File: src/rtl/alu_arb_pkg.sv
// Shared types and constants for the round-robin ALU arbiter.
package alu_arb_pkg;

  typedef enum logic [1:0] {
    IDLE = 2'd0,
    EXEC = 2'd1,
    RESP = 2'd2
  } state_e;

  localparam logic [3:0] ALU_ADD = 4'h0;
  localparam logic [3:0] ALU_SUB = 4'h1;

  // Ceiling log2, floored at 1 so index vectors never collapse to zero width.
  function automatic int unsigned clog2(input int unsigned v);
    int unsigned r;
    r = 0;
    while ((32'd1 << r) < v) r = r + 1;
    return (r == 0) ? 1 : r;
  endfunction

endpackage

File: src/rtl/alu_rr_arbiter_rr_pick.sv
// Combinational round-robin picker: first set request after 'last', wrapping modulo NREQ.
module rr_pick
  import alu_arb_pkg::*;
#(
  parameter int unsigned NREQ = 2
) (
  input  logic [NREQ-1:0]         req,
  input  logic [clog2(NREQ)-1:0]  last,
  output logic                    any,
  output logic [clog2(NREQ)-1:0]  idx
);

  localparam int unsigned IDW = clog2(NREQ);

  int unsigned pos;

  always_comb begin
    any = 1'b0;
    idx = '0;
    pos = 0;
    for (int unsigned k = 1; k <= NREQ; k++) begin
      pos = 32'(last) + k;
      if (pos >= NREQ) pos = pos - NREQ;
      if (!any && req[IDW'(pos)]) begin
        any = 1'b1;
        idx = IDW'(pos);
      end
    end
  end

endmodule

File: src/rtl/alu_rr_arbiter.sv
// Round-robin arbiter sharing one combinational ALU between NREQ requesters,
// with registered operands and a captured valid/ready response.
module alu_rr_arbiter
  import alu_arb_pkg::*;
#(
  parameter int unsigned DATA_W = 8,
  parameter int unsigned SEL_W  = 4,
  parameter int unsigned NREQ   = 2
) (
  input  logic                     clk,
  input  logic                     rst_n,
  input  logic [NREQ-1:0]          req_valid,
  output logic [NREQ-1:0]          req_ready,
  input  logic [NREQ*DATA_W-1:0]   req_a,
  input  logic [NREQ*DATA_W-1:0]   req_b,
  input  logic [NREQ*SEL_W-1:0]    req_sel,
  output logic [NREQ-1:0]          rsp_valid,
  input  logic [NREQ-1:0]          rsp_ready,
  output logic [DATA_W-1:0]        rsp_data,
  output logic                     rsp_carry,
  output logic [DATA_W-1:0]        alu_a,
  output logic [DATA_W-1:0]        alu_b,
  output logic [SEL_W-1:0]         alu_sel,
  input  logic [DATA_W-1:0]        alu_out,
  input  logic                     alu_carry,
  output logic                     busy,
  output logic [clog2(NREQ)-1:0]   grant_id
);

  localparam int unsigned IDW = clog2(NREQ);

  state_e              state_q, state_d;
  logic [IDW-1:0]      last_q, last_d;
  logic [IDW-1:0]      grant_q, grant_d;
  logic [DATA_W-1:0]   alu_a_q, alu_a_d;
  logic [DATA_W-1:0]   alu_b_q, alu_b_d;
  logic [SEL_W-1:0]    alu_sel_q, alu_sel_d;
  logic [NREQ-1:0]     rsp_valid_q, rsp_valid_d;
  logic [DATA_W-1:0]   rsp_data_q, rsp_data_d;
  logic                rsp_carry_q, rsp_carry_d;

  logic                pick_any;
  logic [IDW-1:0]      pick_idx;
  logic [NREQ-1:0]     pick_oh;
  logic [NREQ-1:0]     grant_oh;
  logic [DATA_W-1:0]   pick_a, pick_b;
  logic [SEL_W-1:0]    pick_sel;

  rr_pick #(.NREQ(NREQ)) u_pick (
    .req  (req_valid),
    .last (last_q),
    .any  (pick_any),
    .idx  (pick_idx)
  );

  always_comb begin
    pick_oh  = '0;
    grant_oh = '0;
    pick_a   = '0;
    pick_b   = '0;
    pick_sel = '0;
    for (int unsigned i = 0; i < NREQ; i++) begin
      if (IDW'(i) == pick_idx) begin
        pick_oh[i] = 1'b1;
        pick_a     = req_a[i*DATA_W +: DATA_W];
        pick_b     = req_b[i*DATA_W +: DATA_W];
        pick_sel   = req_sel[i*SEL_W +: SEL_W];
      end
      if (IDW'(i) == grant_q) grant_oh[i] = 1'b1;
    end
  end

  always_comb begin
    state_d     = state_q;
    last_d      = last_q;
    grant_d     = grant_q;
    alu_a_d     = alu_a_q;
    alu_b_d     = alu_b_q;
    alu_sel_d   = alu_sel_q;
    rsp_valid_d = rsp_valid_q;
    rsp_data_d  = rsp_data_q;
    rsp_carry_d = rsp_carry_q;
    req_ready   = '0;
    case (state_q)
      IDLE: begin
        // Gated by rst_n so no handshake is advertised while reset is held.
        if (pick_any && rst_n) begin
          req_ready = pick_oh;
          alu_a_d   = pick_a;
          alu_b_d   = pick_b;
          alu_sel_d = pick_sel;
          grant_d   = pick_idx;
          state_d   = EXEC;
        end
      end
      EXEC: begin
        rsp_data_d  = alu_out;
        rsp_carry_d = alu_carry;
        rsp_valid_d = grant_oh;
        state_d     = RESP;
      end
      RESP: begin
        if (rsp_ready[grant_q]) begin
          rsp_valid_d = '0;
          last_d      = grant_q;
          state_d     = IDLE;
        end
      end
      default: state_d = IDLE;
    endcase
  end

  always_ff @(posedge clk) begin
    if (!rst_n) begin
      state_q     <= IDLE;
      last_q      <= IDW'(NREQ - 1);
      grant_q     <= '0;
      alu_a_q     <= '0;
      alu_b_q     <= '0;
      alu_sel_q   <= '0;
      rsp_valid_q <= '0;
      rsp_data_q  <= '0;
      rsp_carry_q <= 1'b0;
    end else begin
      state_q     <= state_d;
      last_q      <= last_d;
      grant_q     <= grant_d;
      alu_a_q     <= alu_a_d;
      alu_b_q     <= alu_b_d;
      alu_sel_q   <= alu_sel_d;
      rsp_valid_q <= rsp_valid_d;
      rsp_data_q  <= rsp_data_d;
      rsp_carry_q <= rsp_carry_d;
    end
  end

  assign rsp_valid = rsp_valid_q;
  assign rsp_data  = rsp_data_q;
  assign rsp_carry = rsp_carry_q;
  assign alu_a     = alu_a_q;
  assign alu_b     = alu_b_q;
  assign alu_sel   = alu_sel_q;
  assign grant_id  = grant_q;
  assign busy      = (state_q != IDLE);

endmodule

File: config.mk
export PLATFORM = sky130hd
export DESIGN_NAME = alu_rr_arbiter
export DESIGN_NICKNAME = d
export VERILOG_FILES = /design/src/rtl/alu_arb_pkg.sv /design/src/rtl/alu_rr_arbiter_rr_pick.sv /design/src/rtl/alu_rr_arbiter.sv
export SDC_FILE = /design/constraint.sdc
export NUM_CORES = 1
export LEC_CHECK = 0
export ABC_AREA = 1
export CORE_MARGIN = 2
export CORE_UTILIZATION = 35
export CTS_BUF_LIST = sky130_fd_sc_hd__clkbuf_8
export DETAILED_ROUTE_END_ITERATION = 8
export PLACE_DENSITY = 0.75
export SETUP_SLACK_MARGIN = 0.4
export SLEW_MARGIN = 20
export SYNTH_ARGS = -nofsm -noshare
export SYNTH_HDL_FRONTEND = slang
export SYNTH_SLANG_ARGS = --single-unit
File: constraint.sdc
create_clock -name clk -period 1.12 [get_ports clk]
set_input_delay 0.224 -clock clk [delete_from_list [all_inputs] [get_ports clk]]
set_output_delay 0.224 -clock clk [all_outputs]
set_load 0.01 [all_outputs]
## Word level (Yosys, flattened, before mapping)

Cells that the tools add are included.

| word-level totals | value |
|---|---|
| register bits after elaboration | 35 |
| input bits | 55 |
| output and inout bits | 35 |
| logic and storage cells | 57 |

| cells by class | value |
|---|---|
| $add $sub $neg | 4 |
| magnitude comparators | 5 |
| equality and inequality tests | 4 |
| muxes and demuxes | 25 |
| reductions and logical operators | 10 |

Operators with widths:

| cell | number |
|---|---|
| $mux W1 | 16 |
| $mux W8 | 2 |
| $mux W2 | 4 |
| $reduce_and A2 Y1 | 4 |
| $lt A1 B2 Y1 const B | 3 |
| $pmux W2 S3 | 1 |
| $mux W4 | 1 |
| $ne A2 B2 Y1 const B | 2 |
| $pmux W2 S2 | 1 |
| $reduce_bool A2 Y1 | 2 |
| $add A1 B2 Y3 const B | 1 |
| $ge A3 B2 Y1 const B | 1 |
| $add A1 B1 Y2 const B | 1 |
| $eq A2 B1 Y1 const B | 1 |
| $eq A2 B2 Y1 const B | 1 |
| $ge A2 B2 Y1 const B | 1 |
| $logic_and A1 B1 Y1 | 2 |
| $logic_not A2 Y1 | 1 |
| $sub A1 B1 Y1 const B | 2 |
| $logic_not A1 Y1 | 1 |

## Logic depth before layout (Yosys ltp)

Gate-level depths: netlist of run 1.

| depth | value |
|---|---|
| depth after elaboration | 12 |
| gate-level depth with buffers | 7 |
| mapped depth without buffers | 6 |

## By module

A second synthesis of run 1 with hierarchy kept.

| second synthesis, totals | value |
|---|---|
| cells, all modules | 232 |
| area, all modules | 1,605.3 um^2 |

Modules (own cells, without submodules):

| module | instances | cells each | area an instance (um^2) |
|---|---|---|---|
| alu_rr_arbiter | 1 | 229 | 1,590.3 |
| rr_pick | 1 | 3 | 15.0 |

## Worst setup path after synthesis of run 1

OpenSTA, ideal clock, no wires.

| path | value |
|---|---|
| path kind | register to output |
| start point | register state_q[0] |
| end point | output req_ready[1] |
| data arrival time | 0.911 ns |
| required time | 0.896 ns |
| slack | -0.015 ns |
| stages on the path, launching flop included | 7 |
| path through | dfxtp_1 > nor2_4 > nand2_2 > nor2_4 > buf_6 > nand2_1 > inv_1 |

| between the ends | value |
|---|---|
| word-level cells in the longest chain between the ends | 2 |

RTL lines:

| element | RTL line | RTL |
|---|---|---|
| start: declaration | alu_rr_arbiter.sv:32 | `state_e state_q, state_d;` |
| start signal: assignment | alu_rr_arbiter.sv:125 | `state_q <= state_d;` |
| $logic_not A2 Y1 | alu_rr_arbiter.sv:84 | `case (state_q)` |
| $mux W2 | alu_rr_arbiter.sv:84 |  |
| end: declaration | alu_rr_arbiter.sv:13 | `output logic [NREQ-1:0] req_ready,` |

No other way between the ends.

## Worst setup path in the final report of run 1

Ends and elaborated chain as after synthesis.

==> impl_metrics.prom, run 1 <==
# TYPE chip_impl_metric gauge
chip_impl_metric{name="avgViaCountPerCell",unit=""} 4.69
chip_impl_metric{name="postSynthNetCount",unit=""} 289
chip_impl_metric{name="reg2reg_setup_slack",unit="ns"} -0.21
chip_impl_metric{name="number_of_global_route_vias_before_repair",unit=""} 1709
chip_impl_metric{name="numPortBuffers",unit=""} 89
chip_impl_metric{name="layout.nets",unit=""} 413
chip_impl_metric{name="clock_sink_count",unit=""} 35
chip_impl_info{name="timing.hold.worst.start",value="alu_b[7]$_SDFFE_PN0P_"} 1
chip_impl_info{name="critical_path.reg2reg.startpoint",value="state_q[0]$_SDFFE_PN0P_"} 1
chip_impl_metric{name="drtAntennaViolNets",unit=""} 0
chip_impl_metric{name="finish.cell_count_without_fillers",unit=""} 412
chip_impl_metric{name="fin_total_pwr",unit="uW"} 3670
chip_impl_metric{name="clock_path_buffers",unit=""} 2
chip_impl_info{name="route.top_layer_used",value="met4"} 1
chip_impl_info{name="timing.critical_path.max_delay_family",value="simple AND/OR/NAND/NOR gates"} 1
chip_impl_metric{name="dieArea",unit="um2"} 5040
chip_impl_metric{name="setup_violations",unit=""} 36
chip_impl_info{name="cp-end-kind",value="output port"} 1
chip_impl_metric{name="power-per-cell-area",unit="nW/um2"} 1120
chip_impl_metric{name="static-leakage-power",unit="uW"} 0.00148
chip_impl_metric{name="synth_cell_type_count",unit=""} 15
chip_impl_metric{name="p_int",unit="uW"} 2630
chip_impl_info{name="worst_hold_path.endpoint",value="alu_b[7]$_SDFFE_PN0P_"} 1
chip_impl_metric{name="timing.max_slew.rel_slack",unit="%"} 79.4
chip_impl_metric{name="cells_after_synth",unit=""} 234
chip_impl_metric{name="max-vdd-ir-drop",unit="mV"} 0.506
chip_impl_metric{name="num_rows",unit=""} 24
chip_impl_metric{name="combined_area_of_all_synthesized_cells",unit="um2"} 1570
chip_impl_metric{name="timing.critical_path.fanout_max",unit=""} 3
chip_impl_metric{name="worst-endpoint-required",unit="ns"} 0.90
chip_impl_metric{name="place_congestion",unit=""} 0.738
chip_impl_metric{name="clk_pin_slew",unit="ns"} 0.07
chip_impl_metric{name="seq_power_share",unit="%"} 39.0
chip_impl_info{name="synthTopCellsByArea",value="dfxtp_1, nand2_1, a21oi_1"} 1
chip_impl_metric{name="net-switching-power",unit="uW"} 1040
chip_impl_metric{name="fin_worst_skew",unit="ns"} 0.00740
chip_impl_metric{name="die-height",unit="um"} 71.0
chip_impl_metric{name="stdcell_area",unit="um2"} 3270
chip_impl_info{name="tritoncts",value="built"} 1
chip_impl_metric{name="cts-htree-levels",unit=""} 2
chip_impl_metric{name="m1WireLength",unit="um"} 2070
chip_impl_metric{name="fin_crit_share",unit="%"} 124
chip_impl_metric{name="clock.fmax",unit="MHz"} 718
chip_impl_metric{name="timing_worst_slew_pin_value",unit="ns"} 0.309
chip_impl_metric{name="detail_route.first_pass.iterations",unit=""} 4
chip_impl_metric{name="clkPwrFrac",unit="%"} 27.3
chip_impl_metric{name="number_of_cts_inserted_buffers",unit=""} 5
chip_impl_metric{name="starting_density_of_the_core",unit="%"} 36.1
chip_impl_metric{name="number_of_antenna_violations_at_the_first_check_in_global_routing",unit=""} 1
chip_impl_metric{name="power_frac_comb",unit="%"} 33.7
chip_impl_metric{name="place.detailed.instances",unit=""} 375
chip_impl_info{name="grt_setup_unrepaired",value="true"} 1
chip_impl_metric{name="cp_slowest_stage_delay",unit="ns"} 0.33
chip_impl_metric{name="cp.arrival",unit="ns"} 1.17
chip_impl_metric{name="hold_path_depth",unit=""} 2
chip_impl_metric{name="pin_count_of_the_biggest_net_entering_global_routing",unit=""} 23
chip_impl_metric{name="dp_worst_setup_slack",unit="ns"} -0.742
chip_impl_metric{name="cts_hold_buf",unit=""} 0
chip_impl_metric{name="ys_warn_count",unit=""} 0
chip_impl_info{name="critPathSlowestCell",value="dfxtp_2"} 1
chip_impl_metric{name="met2RoutedLength",unit="um"} 2950
chip_impl_metric{name="layout_min_cycle_time",unit="ns"} 1.39
chip_impl_info{name="setup.worst_path.start_class",value="register"} 1
chip_impl_metric{name="dpl.hpwl",unit="um"} 3150
chip_impl_metric{name="r2r_cells",unit=""} 8
chip_impl_metric{name="overflow",unit=""} 0
chip_impl_metric{name="yosysSeqAreaShare",unit="%"} 44.6
chip_impl_metric{name="final_layout_size_suffix_gt1_share",unit="%"} 46.2
chip_impl_metric{name="via_count",unit=""} 1931
chip_impl_metric{name="cp.depth",unit=""} 6
chip_impl_info{name="path_class",value="register to output port"} 1
chip_impl_info{name="cts.root.buffer_cell",value="clkbuf_8"} 1
chip_impl_metric{name="timing.critical_path.buf_inv",unit=""} 2
chip_impl_metric{name="drt_iter0_drc",unit=""} 43
chip_impl_info{name="violations_in_the_final_reports",value="negative setup slack"} 1
chip_impl_metric{name="overall_routed_net_length",unit="um"} 5520
chip_impl_metric{name="grt.total_usage",unit="%"} 18.9
chip_impl_metric{name="report.final.slew_viol_count",unit=""} 0
chip_impl_metric{name="final.setup.worst_slack",unit="ns"} -0.274
chip_impl_metric{name="post_synth.cell_area_avg",unit="um2"} 6.72
chip_impl_metric{name="area_delta_synth_final",unit="%"} 108
chip_impl_metric{name="sw_frac_of_total",unit="%"} 28.5
chip_impl_info{name="run_status",value="complete, but fails checks"} 1
chip_impl_metric{name="finalHoldViolCount",unit=""} 0
chip_impl_metric{name="wl_met3",unit="um"} 391
chip_impl_metric{name="post_drt_wl_per_cell",unit="um"} 13.4
chip_impl_info{name="synth_top_area_cell",value="dfxtp_1"} 1
chip_impl_info{name="worst_r2r_endpoint",value="alu_a[1]$_SDFFE_PN0P_"} 1
chip_impl_metric{name="postSynthRegisterBits",unit=""} 35
chip_impl_metric{name="drt_drc_violations_left",unit=""} 0
chip_impl_metric{name="max_cap_viol_count",unit=""} 0
chip_impl_metric{name="worst_skew_pair.late_latency",unit="ns"} 0.29
chip_impl_metric{name="dpl_cell_area",unit="um2"} 2560
chip_impl_metric{name="floorplan.io_pins",unit=""} 90
chip_impl_metric{name="global_route_wire_length_before_repair",unit="um"} 7530
chip_impl_info{name="worst_hold_path_type",value="register to register"} 1
chip_impl_metric{name="die_width",unit="um"} 71.0
chip_impl_metric{name="core",unit="um2"} 4350
chip_impl_metric{name="synth_top_cell_area_share",unit="%"} 44.6
chip_impl_info{name="cp_cell_sequence",value="nor2_4 -> nand2_2 -> nor2_4 -> nand2_2 -> inv_2 -> buf_6"} 1
-- registers in the layout (all words and copies together), names as in the netlist, 2 cells and up --
register   count
rsp_valid      2
rsp_data       8
state_q        2
alu_sel        4
alu_a          8
alu_b          8
-- worst reg2reg max path: cells and delay by family (launching register included) --
family                 cells  cell delay (ns)
buffers and inverters      3             0.40
AND/OR/NAND/NOR            4             0.38
flip-flops                 1             0.33
AO/OA/AOI/OAI              1             0.14
-- worst max-delay path by stage --
stage	end	start
2_1_floorplan	req_ready[1]	state_q[1]$_SDFFE_PN0P_
3_3_place_gp	req_ready[0]	req_valid[1]
3_5_place_dp	req_ready[0]	req_valid[1]
4_1_cts	req_ready[0]	state_q[0]$_SDFFE_PN0P_
5_1_grt	req_ready[1]	state_q[0]$_SDFFE_PN0P_
6_report	req_ready[1]	state_q[0]$_SDFFE_PN0P_
-- cells in the mapped netlist --
| cell type | number |
|---|---|
| a21oi_1 | 23 |
| inv_1 | 8 |
| o21ai_0 | 10 |
| buf_2 | 8 |
| nand2_2 | 1 |
| o211ai_1 | 1 |
| dfxtp_1 | 35 |
| buf_4 | 2 |
| nand3_1 | 21 |
| clkbuf_1 | 3 |
| nand2_1 | 95 |
| nor2_4 | 2 |
| nor2_2 | 1 |
| buf_6 | 2 |
| nor2_1 | 22 |
-- stage by stage --
step	utilization, %	hold WS, ns	setup TNS [ns]
final	75.1	0.474	-4.62
after global routing	75.1	0.487	-6.38
after detailed placement	58.8	0.457	-12.12
after CTS	66.9	0.469	-1.37
after floorplan	-	0.347	0
after global placement	58.8	0.444	-11.39
-- layer usage --
| layer | up-vias | track usage (%) |
|---|---|---|
| li1 | 989 | - |
| met1 | 866 | 20.5 |
| met2 | 65 | 33.6 |
| met3 | 11 | 6.41 |
| met4 | 0 | 7.55 |
| met5 | - | 0 |
-- final cells by class --
type                            instances  area, um2
Multi-Input combinational cell        176        926
Inverter                                8       40.0
Sequential cell                        35        748
Clock buffer                            7       96.3
Timing Repair inverter                  1       7.51
Antenna cell                            1       2.50
Timing Repair Buffer                  131       1380
Clock inverter                          1       3.75
Fill cell                             323       1080
Tap cell                               52       65.1
-- what timing repair did --
| item | 4_1_cts | 5_1_grt |
|---|---|---|
| pin swaps | 9 | 10 |
| setup buffers | 8 | 12 |
| endpoints found under the hold margin | 0 | 0 |
| gates cloned | 2 | 6 |
| resized for setup | 241 | 42 |
| endpoints found under the setup margin | 70 | 70 |
-- kinds of logic after synthesis --
logic type | after synthesis | synth area share [%]
DFF | 35 | 44.6
AOI/OAI and AO/OA | 34 | 11.0
and+or+nand+nor | 142 | 36.9
buffers and inverters | 23 | 7.56
-- power groups by stage --
stage	logic, uW	clock network [uW]	registers, uW
2_1_floorplan	362	0	1460
3_3_place_gp	854	0	1420
3_5_place_dp	860	0	1420
4_1_cts	996	1010	1430
5_1_grt	1330	1070	1440
6_report	1240	1000	1430
-- cells in the final DEF, fill, tap and decap left out, types with 5 or more instances in the layout --
cell type / instances
buf_6: 43
inv_1: 5
nor2_1: 18
nand2_2: 12
nand2_4: 6
clkdlybuf4s50_1: 51
dfxtp_2: 32
clkbuf_8: 7
a21oi_1: 11
nand2_1: 77
buf_4: 24
o21ai_1: 6
a21oi_2: 12
nand3_1: 20
No activity file was read; power rests on OpenSTA's default activity.
==> run 2, diff against run 1 <==
--- a/config.mk
+++ b/config.mk
@@ -16,3 +16,4 @@
 export SYNTH_ARGS = -nofsm -noshare
 export SYNTH_HDL_FRONTEND = slang
 export SYNTH_SLANG_ARGS = --single-unit
+export TNS_END_PERCENT = 10
==> impl_metrics.prom, run 2 (synthesis results as in run 1) <==
# TYPE chip_impl_metric gauge
chip_impl_info{name="tritoncts",value="built"} 1
chip_impl_metric{name="report.final.slew_viol_count",unit=""} 0
chip_impl_metric{name="die_width",unit="um"} 71.0
chip_impl_info{name="run_status",value="complete, but fails checks"} 1
chip_impl_metric{name="drt_drc_violations_left",unit=""} 0
chip_impl_metric{name="final.setup.worst_slack",unit="ns"} -0.262
chip_impl_metric{name="overall_routed_net_length",unit="um"} 4920
chip_impl_metric{name="clk_pin_slew",unit="ns"} 0.07
chip_impl_metric{name="groute.layer.met3.usage",unit="%"} 6.41
chip_impl_metric{name="max-vdd-ir-drop",unit="mV"} 0.552
chip_impl_metric{name="die-height",unit="um"} 71.0
chip_impl_metric{name="pin_count_of_the_biggest_net_entering_global_routing",unit=""} 23
chip_impl_metric{name="fin_crit_share",unit="%"} 123
chip_impl_info{name="path_class",value="register to output port"} 1
chip_impl_info{name="cts.root.buffer_cell",value="clkbuf_8"} 1
chip_impl_metric{name="max_cap_viol_count",unit=""} 0
chip_impl_metric{name="place.detailed.instances",unit=""} 375
chip_impl_metric{name="antennaDiodeCount",unit=""} 0
chip_impl_metric{name="via_count",unit=""} 1812
chip_impl_metric{name="worst_skew_pair.late_latency",unit="ns"} 0.29
chip_impl_metric{name="number_of_global_route_vias_before_repair",unit=""} 1731
chip_impl_metric{name="cts-htree-levels",unit=""} 2
chip_impl_metric{name="layout.nets",unit=""} 392
chip_impl_metric{name="post_drt_wl_per_cell",unit="um"} 12.6
chip_impl_info{name="leading_cell_type_in_the_layout_fill_and_taps_excluded",value="nand2_1"} 1
chip_impl_metric{name="detail_route.first_pass.iterations",unit=""} 4
chip_impl_info{name="setup.worst_path.start_class",value="register"} 1
chip_impl_metric{name="fin_worst_skew",unit="ns"} 0.00960
chip_impl_metric{name="timing.critical_path.fanout_max",unit=""} 2
chip_impl_metric{name="num_rows",unit=""} 24
chip_impl_metric{name="finish.cell_count_without_fillers",unit=""} 389
chip_impl_metric{name="dieArea",unit="um2"} 5040
chip_impl_info{name="grt_most_used_layer",value="met2"} 1
chip_impl_metric{name="global_route_wire_length_before_repair",unit="um"} 7670
chip_impl_metric{name="stdcell_area",unit="um2"} 2970
chip_impl_metric{name="final_layout_size_suffix_gt1_share",unit="%"} 39.5
chip_impl_metric{name="r2r_cells",unit=""} 9
chip_impl_metric{name="hold_path_depth",unit=""} 2
chip_impl_info{name="grt_setup_unrepaired",value="true"} 1
chip_impl_metric{name="core",unit="um2"} 4350
chip_impl_metric{name="dpl.hpwl",unit="um"} 3190
chip_impl_metric{name="starting_density_of_the_core",unit="%"} 36.1
chip_impl_metric{name="power-per-cell-area",unit="nW/um2"} 1140
chip_impl_metric{name="worst-endpoint-required",unit="ns"} 0.90
chip_impl_metric{name="setup_violations",unit=""} 24
chip_impl_metric{name="timing.max_slew.rel_slack",unit="%"} 83.6
chip_impl_metric{name="static-leakage-power",unit="uW"} 0.00131
chip_impl_metric{name="area_delta_synth_final",unit="%"} 88.9
chip_impl_metric{name="timing_worst_slew_pin_value",unit="ns"} 0.247
chip_impl_metric{name="groute.layer.met1.usage",unit="%"} 20.6
chip_impl_metric{name="layout.core_utilization",unit="%"} 68.2
chip_impl_info{name="final_cell_mix",value="nand2_1, clkdlybuf4s50_1, buf_6"} 1
chip_impl_metric{name="avgViaCountPerCell",unit=""} 4.66
chip_impl_metric{name="cp.arrival",unit="ns"} 1.16
chip_impl_metric{name="clock_sink_count",unit=""} 35
chip_impl_metric{name="number_of_cts_inserted_buffers",unit=""} 5
chip_impl_metric{name="clock_path_buffers",unit=""} 2
chip_impl_metric{name="number_of_antenna_violations_at_the_first_check_in_global_routing",unit=""} 0
chip_impl_metric{name="holdWs",unit="ns"} 0.461
chip_impl_metric{name="drt_iter0_drc",unit=""} 42
chip_impl_metric{name="drtAntennaViolNets",unit=""} 0
chip_impl_metric{name="floorplan.io_pins",unit=""} 90
chip_impl_metric{name="dpl_cell_area",unit="um2"} 2570
chip_impl_metric{name="layout_min_cycle_time",unit="ns"} 1.38
chip_impl_metric{name="grt.total_usage",unit="%"} 19.3
chip_impl_metric{name="finalHoldViolCount",unit=""} 0
chip_impl_metric{name="grtUsageMet2",unit="%"} 34.5
chip_impl_info{name="cp-end-kind",value="output port"} 1
chip_impl_info{name="violations_in_the_final_reports",value="negative setup slack"} 1
chip_impl_metric{name="numPortBuffers",unit=""} 89
chip_impl_metric{name="overflow",unit=""} 0
chip_impl_metric{name="cts_hold_buf",unit=""} 0
chip_impl_metric{name="place_congestion",unit=""} 0.746
chip_impl_info{name="worst_hold_path_type",value="register to register"} 1
chip_impl_metric{name="clock.fmax",unit="MHz"} 724
run 2: changes by cell type in the layout (fill, tap and decap cells not counted), moves of 2 or more:
cell / delta
buf_4: -13
a21oi_1: +10
a21oi_2: -10
buf_6: -5
nand2_1: +4
nor2_2: +4
nor2_1: -3
buf_8: -2
clkbuf_16: -2
clkdlybuf4s15_2: +2
dfxtp_4: -2
inv_1: -2
nand2_4: -2
run 2: metal layers:
metal / part of all wire, % / up-vias
li1: - / 943
met1: 41 / 791
met2: 49 / 68
met3: 8.2 / 10
met4: 2.0 / 0
met5: 0 / -
run 2: per-stage QoR:
| step | TNS, ns | power, uW | worst slack [ns] |
|---|---|---|---|
| 5_1_grt | -4.08 | 3560 | -0.339 |
| 3_5_place_dp | -12.58 | 2290 | -0.783 |
| 4_1_cts | -0.718 | 3320 | -0.259 |
| 6_report | -2.35 | 3390 | -0.262 |
| 3_3_place_gp | -11.70 | 2280 | -0.772 |
| 2_1_floorplan | 0 | 1800 | 0.00289 |
run 2: final timing paths:
| check | slack [ns] | start | to |
|---|---|---|---|
| worst max-delay path | -0.26 | state_q[0]$_SDFFE_PN0P_ | req_ready[1] |
| worst min-delay path | 0.46 | rsp_valid[0]$_SDFFE_PN0P_ | rsp_valid[0]$_SDFFE_PN0P_ |
| worst max register to register | -0.11 | last_q$_SDFFE_PN1P_ | alu_sel[3]$_SDFFE_PN0P_ |
| worst min register to register | 0.46 | rsp_valid[0]$_SDFFE_PN0P_ | rsp_valid[0]$_SDFFE_PN0P_ |
run 2: report_power, final:
| part | switching (uW) | total [uW] | internal (uW) | leakage (uW) |
|---|---|---|---|---|
| sequential | 70.9 | 1430 | 1360 | 0.000299 |
| combinational | 445 | 1040 | 595 | 0.000962 |
| clock | 438 | 920 | 482 | 0.0000470 |
| total | 954 | 3390 | 2440 | 0.00131 |
run 2: cell type report:
class                      count  area, um2
multi-input combinational    176        853
inverter                       8       35.0
tap                           52       65.1
timing repair buffer         111       1180
sequential                    35        742
clock inverter                 1       5.00
clock buffer                   6       82.6
fill                         379       1390
run 2: timing repair:
action / in CTS / in global routing
resized for setup: 238 / 25
endpoints found under the setup margin: 70 / 70
cloned: 0 / 2
pin swaps: 11 / 7
buffers inserted: 3 / 2
run 2: critical path, cell delays in order (launching register included):
cell	delay (ns)
dfxtp_2	0.34
nor2_4	0.12
nand2_2	0.08
nor2_4	0.13
nand2_2	0.07
inv_2	0.05
buf_6	0.09
==> patch: new RTL, config.mk and constraints of run 2 <==
`rsp_data_q` no longer has a reset.
--- a/src/rtl/alu_rr_arbiter.sv
+++ b/src/rtl/alu_rr_arbiter.sv
@@ -121,3 +121,2 @@
       rsp_valid_q <= '0;
-      rsp_data_q  <= '0;
       rsp_carry_q <= 1'b0;
@@ -131,5 +130,8 @@
       rsp_valid_q <= rsp_valid_d;
-      rsp_data_q  <= rsp_data_d;
       rsp_carry_q <= rsp_carry_d;
     end
+  end
+
+  always_ff @(posedge clk) begin
+    rsp_data_q <= rsp_data_d;
   end
Check against the original RTL: differs if rst_n is asserted again (counterexample within 4 cycles, from zero or initial values and one cycle with rst_n low); with rst_n held inactive, the same outputs for 10 cycles.
==> patch against run 2 <==
The run still ends with setup timing left. Worst setup slack got worse by 0.0076 ns. Total power increased by 7.1%. Sequential cell count unchanged. Combinational power decreased by 19%. Die area decreased by 1.2%. Final area decreased by 7.7%. Count of clock-buffer cells in the layout decreased by 1. Non-clock buffer count decreased by 6. Clock power increased by 48%. Routed wire length decreased by 5.6%. Area after synthesis decreased by 1.3%. Critical path type unchanged. Highest routed layer unchanged.
==> patch: results (changes against run 2) <==
stage;metric;value;unit;change
timing;setup_viol;24;;unchanged
power;ir_drop;0.641;mV;+16%
layout;drive_above_1_share;29.9;%;-9.6 points
critical_path;slowest_delay;0.34;ns;about the same
timing;hold_ws;0.395;ns;-0.0660 ns
grt;grt_pass1_vias;1615;;-6.7%
power;power_leakage;1.20;nW;-7.9%
placed_design;place_area;2520;sq um;-1.7%
grt;grt_pass1_wl;7580;um;-1.3%
synth;synth.distinct_cells;16;;+1
grt;grt_usage;19.1;%;-0.16 points
clocking;cts_buffers;5;;unchanged
synth;syn_nets;262;;-9.3%
outcome;violations;setup timing;;
layout;finalNetCount;362;;-7.7%
synth;synth-xor-area-share;0;%;unchanged
detailed_routing;routed_wl;4640;um;-5.6%
placed_design;dp_hpwl;3100;um;-3.0%
synth;synthArstFlopShare;0;%;unchanged
timing;final.setup_skew;0.00609;ns;-0.00351 ns
timing;max_slew_margin;82.8;%;-0.76 points
detailed_routing;dr.pass1.iters;4;;unchanged
synth;synth_adder_area_share;0;%;unchanged
synth;ys_top_cells_by_count;nand2_1, dfxtp_1, a21oi_1, nand3_1;;
critical_path;critical_path.max_fanout;2;;unchanged
clocking;h-tree-depth;2;;unchanged
synth;synth_compound_area_share;8.79;%;-2.2 points
critical_path;crit_path_top_delay_cell;dfxtp_2;;
power;p_sw;0.000904;W;-5.3%
detailed_routing;dr.first_iter.drc_count;73;;+74%
grt;antenna_found_initial;0;;unchanged
clocking;cts_root_buf;clkbuf_8;;
layout;antenna_cells;0;;unchanged
grt;grt_max_degree;23;;unchanged
placed_design;place_congestion;0.729;;-2.2%
synth;seq_area_frac_synth;50.3;%;+5.7 points
timing;fin_ws;-0.269;ns;-0.00755 ns
placed_design;numPortBuffers;89;;unchanged
synth;synth_edf_count;8;;+8
synth;synth_mux_area_share;0;%;unchanged
synth;synth.area.top_cells;dfxtp_1, nand2_1, edfxtp_1;;
critical_path;cpLargestDelayFamily;flip-flops;;
clocking;clock_latency;0.28;ns;
synth;yosys_warnings;0;;unchanged
detailed_routing;vias;1671;;-7.8%
worst_hold_path;hold_class;in2reg;;
timing;hold_viol_final;0;;unchanged
clocking;clockBufferDepth;2;;unchanged
outcome;status;finished, violations left;;
clocking;path_clk_slew;0.08;ns;
==> patch: cell count changes in the layout (fill, tap and decap cells not counted), sizes merged <==
cell,delta
buf,-8
bufinv,+2
clkbuf,-2
clkdlybuf4s15,+3
clkinv,-1
clkinvlp,+1
dfxtp,-8
edfxtp,+8
nor2,-16
o21ai,-8
==> patch: power by group through the flow <==
stage | sequential, W | combinational, W | clock (W)
after floorplan | 0.00149 | 0.000304 | 0
after global placement | 0.00145 | 0.000769 | 0
after detailed placement | 0.00145 | 0.000781 | 0
after CTS | 0.00143 | 0.000774 | 0.00138
after global routing | 0.00144 | 0.000920 | 0.00143
final | 0.00143 | 0.000841 | 0.00136
==> patch: what timing repair did <==
| action | CTS | global route |
|---|---|---|
| setup endpoints to repair | 70 | 70 |
| cloned | 0 | 1 |
| pin swaps | 12 | 6 |
| resized for setup | 172 | 15 |
| hold buffers | 0 | 0 |
| setup buffers | 2 | 1 |
==> patch: final timing paths <==
| path | startpoint | end | slack, ns | depth (start not counted) |
|---|---|---|---|---|
| setup / recovery | state_q[0] | req_ready[0] | -0.27 | 5 |
| hold reg to reg | rsp_valid[0] | rsp_valid[0] | 0.45 | 2 |
| setup reg to reg | state_q[0] | alu_a[3] | -0.10 | 7 |
| hold / removal | rst_n | last_q | 0.40 | 2 |
==> patch: cell type report <==
type	instances	area, sq um
inverter	8	40.0
timing repair buffer	105	981
sequential	35	795
fill	402	1580
multi-input combinational	152	723
clock buffer	5	68.8
clock inverter	3	67.6
tap	52	65.1
==> patch: cell families (layout without fill, tap and decap cells) <==
group / count (synthesis) / in the layout
AOI/OAI and AO/OA: 26 / 26
buffers and inverters: 20 / 121
DFF: 35 / 35
and+or+nand+nor: 126 / 126
==> patch: stage by stage <==
stage	total power, W	util (%)	setup TNS [ns]	setup WS, ns	cells
2_1_floorplan	0.00180	-	-0.0102	-0.0102	207
3_3_place_gp	0.00222	58.4	-12.07	-0.828	348
3_5_place_dp	0.00223	58.4	-12.22	-0.844	348
4_1_cts	0.00358	61.2	-1.06	-0.273	358
5_1_grt	0.00379	63.4	-4.52	-0.370	360
6_report	0.00363	63.4	-2.31	-0.269	360
==> patch: routing by layer <==
metal	global-route usage, %	wire length (um)
met1	20.4	1880
met2	35.2	2330
met3	7.12	340
met4	5.45	88
met5	0	0
